$ cat src/rtl/esm_pkg.sv
// Shared types for the dependency issue scheduler: per-slot lifecycle state and
// an index-width helper.
package esm_pkg;

  typedef enum logic [1:0] {
    EMPTY  = 2'd0,
    WAIT   = 2'd1,
    ISSUED = 2'd2
  } slot_state_e;

  function automatic int idx_bits(input int n);
    return $clog2(n);
  endfunction

endpackage

$ cat src/rtl/dep_issue_scheduler_if.sv
// Bundle of allocation, issue handshake, completion and status signals between
// dispatch/execution (master) and the scheduler (slave).
interface dep_issue_scheduler_if
  import esm_pkg::*;
#(
  parameter int BS = 16
);
  localparam int BS_BITS = idx_bits(BS);

  logic               alloc_valid;
  logic [BS_BITS-1:0] alloc_idx;
  logic [BS-1:0]      alloc_dep;
  logic               issue_valid;
  logic [BS_BITS-1:0] issue_idx;
  logic               issue_ready;
  logic               cmpl_valid;
  logic [BS_BITS-1:0] cmpl_idx;
  logic [BS_BITS:0]   occupancy;
  logic               full;
  logic               err;

  modport master (
    output alloc_valid, alloc_idx, alloc_dep, issue_ready, cmpl_valid, cmpl_idx,
    input  issue_valid, issue_idx, occupancy, full, err
  );

  modport slave (
    input  alloc_valid, alloc_idx, alloc_dep, issue_ready, cmpl_valid, cmpl_idx,
    output issue_valid, issue_idx, occupancy, full, err
  );

endinterface

$ cat src/rtl/dep_issue_scheduler_rr_pick.sv
// Round-robin picker: first requesting index at or after i_ptr, wrapping.
// Rotates the request vector, priority-encodes the lowest bit, then un-rotates.
module rr_pick
  import esm_pkg::*;
#(
  parameter  int N = 16,
  localparam int W = idx_bits(N)
) (
  input  logic [N-1:0] i_req,
  input  logic [W-1:0] i_ptr,
  output logic         o_gnt_valid,
  output logic [W-1:0] o_gnt_idx
);

  logic [N-1:0] w_rot;
  logic [W-1:0] w_off;

  genvar gi;
  generate
    for (gi = 0; gi < N; gi++) begin : g_rot
      // N is a power of two, so the index sum wraps naturally.
      assign w_rot[gi] = i_req[i_ptr + W'(gi)];
    end
  endgenerate

  always_comb begin
    w_off = '0;
    for (int j = N - 1; j >= 0; j--) begin
      if (w_rot[j]) begin
        w_off = W'(j);
      end
    end
  end

  assign o_gnt_valid = |i_req;
  assign o_gnt_idx   = i_ptr + w_off;

endmodule

$ cat src/rtl/dep_issue_scheduler.sv
// Dependency-tracking issue scheduler: a BS x BS wait matrix gates each buffered
// slot until every older slot it depends on has completed, then offers it round-robin.
module dep_issue_scheduler
  import esm_pkg::*;
#(
  parameter int BS = 16
) (
  input  logic                  clk,
  input  logic                  rst,
  dep_issue_scheduler_if.slave  bus
);

  localparam int BS_BITS = idx_bits(BS);

  slot_state_e        r_state      [BS];
  slot_state_e        w_state_next [BS];
  logic [BS-1:0]      r_row        [BS];
  logic [BS-1:0]      w_row_next   [BS];
  logic [BS_BITS:0]   r_occ;
  logic               r_issue_valid;
  logic [BS_BITS-1:0] r_issue_idx;
  logic [BS_BITS-1:0] r_ptr;
  logic               r_err;

  logic               w_hs;
  logic               w_cmpl_ok;
  logic               w_alloc_ok;
  logic [BS-1:0]      w_live;
  logic [BS-1:0]      w_req;
  logic [BS-1:0]      w_alloc_row;
  logic [BS_BITS-1:0] w_sel_ptr;
  logic               w_gnt_valid;
  logic [BS_BITS-1:0] w_gnt_idx;

  assign w_hs      = r_issue_valid && bus.issue_ready;
  assign w_cmpl_ok = bus.cmpl_valid && (r_state[bus.cmpl_idx] == ISSUED);
  // A slot freed by completion in this same cycle is a legal allocation target.
  assign w_alloc_ok = bus.alloc_valid &&
                      ((r_state[bus.alloc_idx] == EMPTY) ||
                       (w_cmpl_ok && (bus.cmpl_idx == bus.alloc_idx)));
  assign w_alloc_row = bus.alloc_dep & w_live & ~(BS'(1) << bus.alloc_idx);

  genvar gi;
  generate
    for (gi = 0; gi < BS; gi++) begin : g_slot
      assign w_live[gi] = (r_state[gi] != EMPTY) &&
                          !(w_cmpl_ok && (bus.cmpl_idx == BS_BITS'(gi)));
      // The slot being accepted this edge must not be offered again on reload.
      assign w_req[gi]  = (r_state[gi] == WAIT) && (r_row[gi] == '0) &&
                          !(w_hs && (r_issue_idx == BS_BITS'(gi)));
    end
  endgenerate

  assign w_sel_ptr = w_hs ? (r_issue_idx + BS_BITS'(1)) : r_ptr;

  rr_pick #(
    .N (BS)
  ) u_pick (
    .i_req       (w_req),
    .i_ptr       (w_sel_ptr),
    .o_gnt_valid (w_gnt_valid),
    .o_gnt_idx   (w_gnt_idx)
  );

  always_comb begin
    for (int k = 0; k < BS; k++) begin
      w_state_next[k] = r_state[k];
      w_row_next[k]   = r_row[k];
      if (w_cmpl_ok) begin
        w_row_next[k][bus.cmpl_idx] = 1'b0;
      end
      if (w_cmpl_ok && (bus.cmpl_idx == BS_BITS'(k))) begin
        w_state_next[k] = EMPTY;
      end
      if (w_alloc_ok && (bus.alloc_idx == BS_BITS'(k))) begin
        w_state_next[k] = WAIT;
        w_row_next[k]   = w_alloc_row;
      end
      if (w_hs && (r_issue_idx == BS_BITS'(k))) begin
        w_state_next[k] = ISSUED;
      end
    end
  end

  always_ff @(posedge clk or posedge rst) begin
    if (rst) begin
      for (int k = 0; k < BS; k++) begin
        r_state[k] <= EMPTY;
        r_row[k]   <= '0;
      end
      r_occ         <= '0;
      r_issue_valid <= 1'b0;
      r_issue_idx   <= '0;
      r_ptr         <= '0;
      r_err         <= 1'b0;
    end else begin
      r_state <= w_state_next;
      r_row   <= w_row_next;

      case ({w_alloc_ok, w_cmpl_ok})
        2'b10:   r_occ <= r_occ + (BS_BITS+1)'(1);
        2'b01:   r_occ <= r_occ - (BS_BITS+1)'(1);
        default: r_occ <= r_occ;
      endcase

      if (!r_issue_valid || w_hs) begin
        r_issue_valid <= w_gnt_valid;
        if (w_gnt_valid) begin
          r_issue_idx <= w_gnt_idx;
        end
      end

      if (w_hs) begin
        r_ptr <= r_issue_idx + BS_BITS'(1);
      end

      if ((bus.alloc_valid && !w_alloc_ok) || (bus.cmpl_valid && !w_cmpl_ok)) begin
        r_err <= 1'b1;
      end
    end
  end

  assign bus.issue_valid = r_issue_valid;
  assign bus.issue_idx   = r_issue_idx;
  assign bus.occupancy   = r_occ;
  assign bus.full        = (r_occ == (BS_BITS+1)'(BS));
  assign bus.err         = r_err;

endmodule

$ cat src/flat_wrapper.sv
// flat-port wrapper written by rule: the top's interface ports become plain ports
module dep_issue_scheduler_flat import esm_pkg::*;
#(
  parameter int BS = 16
)
  (clk, rst, bus_alloc_valid, bus_alloc_idx, bus_alloc_dep, bus_issue_ready, bus_cmpl_valid, bus_cmpl_idx, bus_issue_valid, bus_issue_idx, bus_occupancy, bus_full, bus_err);
  dep_issue_scheduler_if #(.BS(BS)) bus_i ();
  input  logic clk;
  input  logic rst;
  input wire logic [$bits(bus_i.alloc_valid)-1:0] bus_alloc_valid;
  input wire logic [$bits(bus_i.alloc_idx)-1:0] bus_alloc_idx;
  input wire logic [$bits(bus_i.alloc_dep)-1:0] bus_alloc_dep;
  input wire logic [$bits(bus_i.issue_ready)-1:0] bus_issue_ready;
  input wire logic [$bits(bus_i.cmpl_valid)-1:0] bus_cmpl_valid;
  input wire logic [$bits(bus_i.cmpl_idx)-1:0] bus_cmpl_idx;
  output wire logic [$bits(bus_i.issue_valid)-1:0] bus_issue_valid;
  output wire logic [$bits(bus_i.issue_idx)-1:0] bus_issue_idx;
  output wire logic [$bits(bus_i.occupancy)-1:0] bus_occupancy;
  output wire logic [$bits(bus_i.full)-1:0] bus_full;
  output wire logic [$bits(bus_i.err)-1:0] bus_err;
  assign bus_i.alloc_valid = bus_alloc_valid;
  assign bus_i.alloc_idx = bus_alloc_idx;
  assign bus_i.alloc_dep = bus_alloc_dep;
  assign bus_i.issue_ready = bus_issue_ready;
  assign bus_i.cmpl_valid = bus_cmpl_valid;
  assign bus_i.cmpl_idx = bus_cmpl_idx;
  assign bus_issue_valid = bus_i.issue_valid;
  assign bus_issue_idx = bus_i.issue_idx;
  assign bus_occupancy = bus_i.occupancy;
  assign bus_full = bus_i.full;
  assign bus_err = bus_i.err;
  dep_issue_scheduler #(.BS(BS)) u_core (.clk(clk), .rst(rst), .bus(bus_i));
endmodule
$ cat config.mk
export PLATFORM = sky130hd
export DESIGN_NAME = dep_issue_scheduler_flat
export DESIGN_NICKNAME = d
export VERILOG_FILES = /design/src/rtl/esm_pkg.sv /design/src/rtl/dep_issue_scheduler_if.sv /design/src/rtl/dep_issue_scheduler_rr_pick.sv /design/src/rtl/dep_issue_scheduler.sv /design/src/flat_wrapper.sv
export SDC_FILE = /design/constraint.sdc
export NUM_CORES = 1
export LEC_CHECK = 0
export CAP_MARGIN = 5
export CORE_UTILIZATION = 50
export DETAILED_ROUTE_END_ITERATION = 10
export GPL_TIMING_DRIVEN = 0
export PLACE_DENSITY = 0.67
export SLEW_MARGIN = 10
export SYNTH_ARGS = -nofsm -noshare
export SYNTH_HDL_FRONTEND = slang
export SYNTH_SLANG_ARGS = --single-unit
$ cat constraint.sdc
create_clock -name clk -period 20.9 [get_ports clk]
set_input_delay 2.09 -clock clk [delete_from_list [all_inputs] [get_ports clk]]
set_output_delay 2.09 -clock clk [all_outputs]
set_load 0.005 [all_outputs]
==> results.json <==
{
  "outcome": "finished, final reports clean",
  "clkTransAtPathRegs_ps": 60,
  "drive_gt1_share_pct": 11.3,
  "dpl.hpwl_mm": 39.0,
  "worst-r2r-cell-count": 21,
  "powerDensity_nw_per_um2": 156,
  "timing.rr.start": "u_core.bus.issue_idx[0]$_DFFE_PP0P_",
  "p_switching_mw": 1.10,
  "core-area_um2": 29600,
  "die_h_um": 176,
  "hold_viol_final": 0,
  "synthAdderAreaFrac_pct": 1.76,
  "worstSetupEndpointType": "register",
  "syn_to_final_growth_pct": 13.7,
  "min_path_cells": 1,
  "antenna_found_initial": 0,
  "cap_violations": 0,
  "fmax_ghz": 0.141,
  "cts_root_buf": "clkbuf_16",
  "grt_usage_pct": 35.9,
  "routabilityCongestion": 1.04,
  "skew_ps": 26.8,
  "overflow": 0,
  "syn_area_per_cell_um2": 9.92,
  "combPwrFrac_pct": 42.9,
  "cts_buffers": 34,
  "async_flop_share_pct": 100,
  "cp_max_fo": 8,
  "required_ps": 21290,
  "cts_sinks": 303,
  "wl_mm": 54.5,
  "dr_wl_met2_mm": 24.6,
  "synth_area_um2": 15100,
  "slew_headroom_pct": 17.2,
  "synth_edf_count": 0,
  "grt_pass1_wl_mm": 81.6,
  "ios": 41,
  "leakagePower_nw": 7.31,
  "design.die.area_um2": 30900,
  "num_rows": 63,
  "finalCritPeriodShare_pct": 33.9,
  "placed_cells": 1949,
  "r2r_end": "u_core.bus.issue_idx[3]$_DFFE_PP0P_",
  "cts-resized-gates": 0,
  "ir_drop_uv": 118,
  "min_to": "u_core.bus.err$_DFFE_PP0P_",
  "remaining_drc_errors": 0,
  "maxSlewViolCount": 0,
  "cts_hold_buf": 0,
  "synth_top_family_by_area": "simple AND/OR/NAND/NOR gates",
  "arrival_ps": 7470,
  "total_power_mw": 2.67,
  "nets": 1644,
  "post-cts-setup-buffer-count": 0,
  "synth.area.mux_share_pct": 4.67,
  "nFillCells": 2628,
  "critPathLaunchType": "primary input",
  "yosysWarnings": 0,
  "wl_met3_mm": 5.94,
  "initial_utilization_pct": 50.9,
  "final_cells": 2011,
  "rrSetupSlack_ps": 14970,
  "finalCriticalPeriod_ps": 7080,
  "synth_nets": 1569,
  "wl_met1_mm": 22.0,
  "tritoncts": "built",
  "synthFlopType": "dfrtp_1",
  "cts.htree.levels": 2,
  "p_clk_share_pct": 22.9,
  "rsz0062_at_grt": "no",
  "clk_latency_ps": 530,
  "synth_compound_area_share_pct": 15.9,
  "synth-simple-area-share_pct": 21.8,
  "vias": 13500,
  "routedWlPerCell_um": 27.1,
  "critical_path_class": "primary input to register",
  "synth_seq_cells": 303,
  "cts_buffer_depth": 3,
  "hold_path.class": "register to register",
  "seqPwrFrac_pct": 34.1,
  "switching_share_pct": 41.2,
  "drt_iter0_markers": 1769,
  "grt_max_degree": 109,
  "setup_violations": 0,
  "drt_pass1_iterations": 5,
  "viasPerCell": 6.69,
  "p_int_mw": 1.57,
  "ys_seq_area_share_pct": 50.3,
  "ys_types": 79,
  "tns_ps": 0,
  "grt_pass1_vias": 12900,
  "synth_cells": 1520,
  "highest_layer": "met4",
  "die_w_um": 176,
  "port_buffers": 37,
  "drtAntennaViolNets": 0,
  "hold_start": "u_core.bus.err$_DFFE_PP0P_",
  "timing.hold.ws_ps": 488,
  "synthXorXnorAreaFrac_pct": 1.38,
  "tightest_slew_ps": 1240
}
==> cell type report <==
class                   instances  area [µm²]  area share (%)
inverters                      33         133           0.773
diodes                          1        2.50          0.0146
multi-input cells            1077        6860            40.0
clock buffers                  52        1020            5.94
well taps                     390         488            2.84
plain buffers                 107         513            2.99
repair buffers                 39         425            2.48
clock inverters                 9         129           0.751
flip-flops and latches        303        7580            44.2
==> sequential cells by signal, indices dropped and copies added, names as in the netlist <==
signal and cells:
u_core.r_row 256, u_core.bus.issue_idx 4, u_core.r_ptr 4, u_core.bus.err 1, u_core.bus.occupancy 5, u_core.bus.issue_valid 1
u_core.r_state 32
==> how the worst max path moves through the flow <==
stage	from	end	depth (start not counted)	slack (ps)
after global routing	bus_issue_ready	u_core.bus.issue_idx[3]$_DFFE_PP0P_	18	13560
after global placement	rst	u_core.r_ptr[3]$_DFF_PP0_	2	6850
final	bus_issue_ready	u_core.bus.issue_idx[3]$_DFFE_PP0P_	20	13820
after CTS	bus_issue_ready	u_core.bus.issue_idx[3]$_DFFE_PP0P_	20	13820
after floorplan	rst	u_core.bus.err$_DFFE_PP0P_	1	10440
after detailed placement	bus_issue_ready	u_core.bus.issue_idx[3]$_DFFE_PP0P_	19	13330
==> cells in the mapped netlist (all sizes together), types with 2 or more instances <==
| master | instances | area [µm²] |
|---|---|---|
| nor3b | 4 | 45.1 |
| a21bo | 2 | 26.3 |
| nor2 | 61 | 236 |
| nand3 | 284 | 1470 |
| nor2b | 7 | 46.3 |
| nand2b | 5 | 31.3 |
| a21o | 8 | 60.1 |
| and2 | 4 | 25.0 |
| a32oi | 8 | 70.1 |
| nor3 | 54 | 270 |
| a21boi | 3 | 22.5 |
| nand2 | 60 | 259 |
| a211oi | 12 | 90.1 |
| nand4b | 6 | 88.8 |
| a31o | 2 | 17.5 |
| mux2i | 27 | 295 |
| and4 | 2 | 17.5 |
| inv | 31 | 116 |
| and3 | 18 | 113 |
| a21oi | 25 | 136 |
| o2111ai | 14 | 141 |
| clkinv | 2 | 8.75 |
| nand4 | 10 | 77.6 |
| mux2 | 2 | 22.5 |
| ha | 18 | 225 |
| a2111oi | 17 | 175 |
| a211o | 2 | 18.8 |
| and3b | 2 | 17.5 |
| buf | 49 | 289 |
| xor2 | 11 | 111 |
| dfrtp | 303 | 7580 |
| fa | 2 | 40.0 |
| clkbuf | 58 | 224 |
| nor4b | 15 | 131 |
| nor4 | 64 | 400 |
| a31oi | 5 | 31.3 |
| o21ai | 267 | 1340 |
| mux4 | 17 | 387 |
| o211ai | 15 | 183 |
| xnor2 | 11 | 96.3 |
| a22oi | 5 | 37.5 |
==> critical path, stage by stage <==
cell             delay (ps)
clkdlybuf4s50_1         470
and3_1                  230
or2_2                   420
ha_1                    480
inv_1                   230
nand3_1                 360
nor3_1                   80
a2111oi_1               910
mux2i_1                 270
mux2i_4                 240
nand2_1                  70
a31oi_1                 170
o211ai_1                110
a21oi_1                 270
ha_1                    290
a21o_1                  150
a21oi_1                 160
xnor2_1                 100
xnor2_1                 260
o21ai_1                  90
==> placed cells by master (no fill, tap or decap), types with 7 or more instances in the layout <==
master	n
dfrtp_1	303
nand3_1	276
o21ai_0	149
o21ai_1	116
nor4_1	64
clkbuf_1	61
nor2_1	58
nand2_1	54
nor3_1	54
clkdlybuf4s50_1	37
clkbuf_16	34
buf_2	30
inv_1	29
mux2i_1	25
a21oi_1	24
and3_1	18
ha_1	18
mux4_2	16
a2111oi_1	16
nor4b_1	15
o211ai_2	14
a211oi_1	12
o2111ai_1	11
xnor2_1	11
clkbuf_8	10
xor2_1	9
nand4_1	9
a32oi_1	8
a21o_1	8
buf_1	7
nand3_2	7
==> layer usage <==
| layer | vias up | global-route usage (%) |
|---|---|---|
| met3 | 133 | 8.72 |
| met5 | - | 0.481 |
| met4 | 0 | 13.2 |
| met2 | 772 | 54.7 |
| li1 | 5828 | - |
| met1 | 6717 | 49.9 |
==> per-stage QoR <==
step	instance area, µm²	worst slack (ps)	util, %
2_1_floorplan	15100	10440	-
3_3_place_gp	15900	6850	53.8
3_5_place_dp	16000	13330	54.0
4_1_cts	17200	13820	57.9
5_1_grt	17200	13560	57.9
6_report	17200	13820	57.9
==> power by group through the flow <==
stage / combinational (mW) / sequential (mW) / clock [mW]
after global routing: 1.24 / 0.929 / 0.637
final: 1.15 / 0.913 / 0.612
after floorplan: 0.797 / 0.870 / 0
after CTS: 1.13 / 0.905 / 0.613
after detailed placement: 1.13 / 0.913 / 0
after global placement: 1.10 / 0.910 / 0
==> kinds of logic after synthesis <==
group,after synthesis
AND/OR/NAND/NOR,601
AO/OA/AOI/OAI,388
flip-flops,303
buffers and inverters,140
multiplexers,46
XOR/XNOR,22
adder cells (fa/ha/maj),20
No activity file was read; power rests on OpenSTA's default activity.
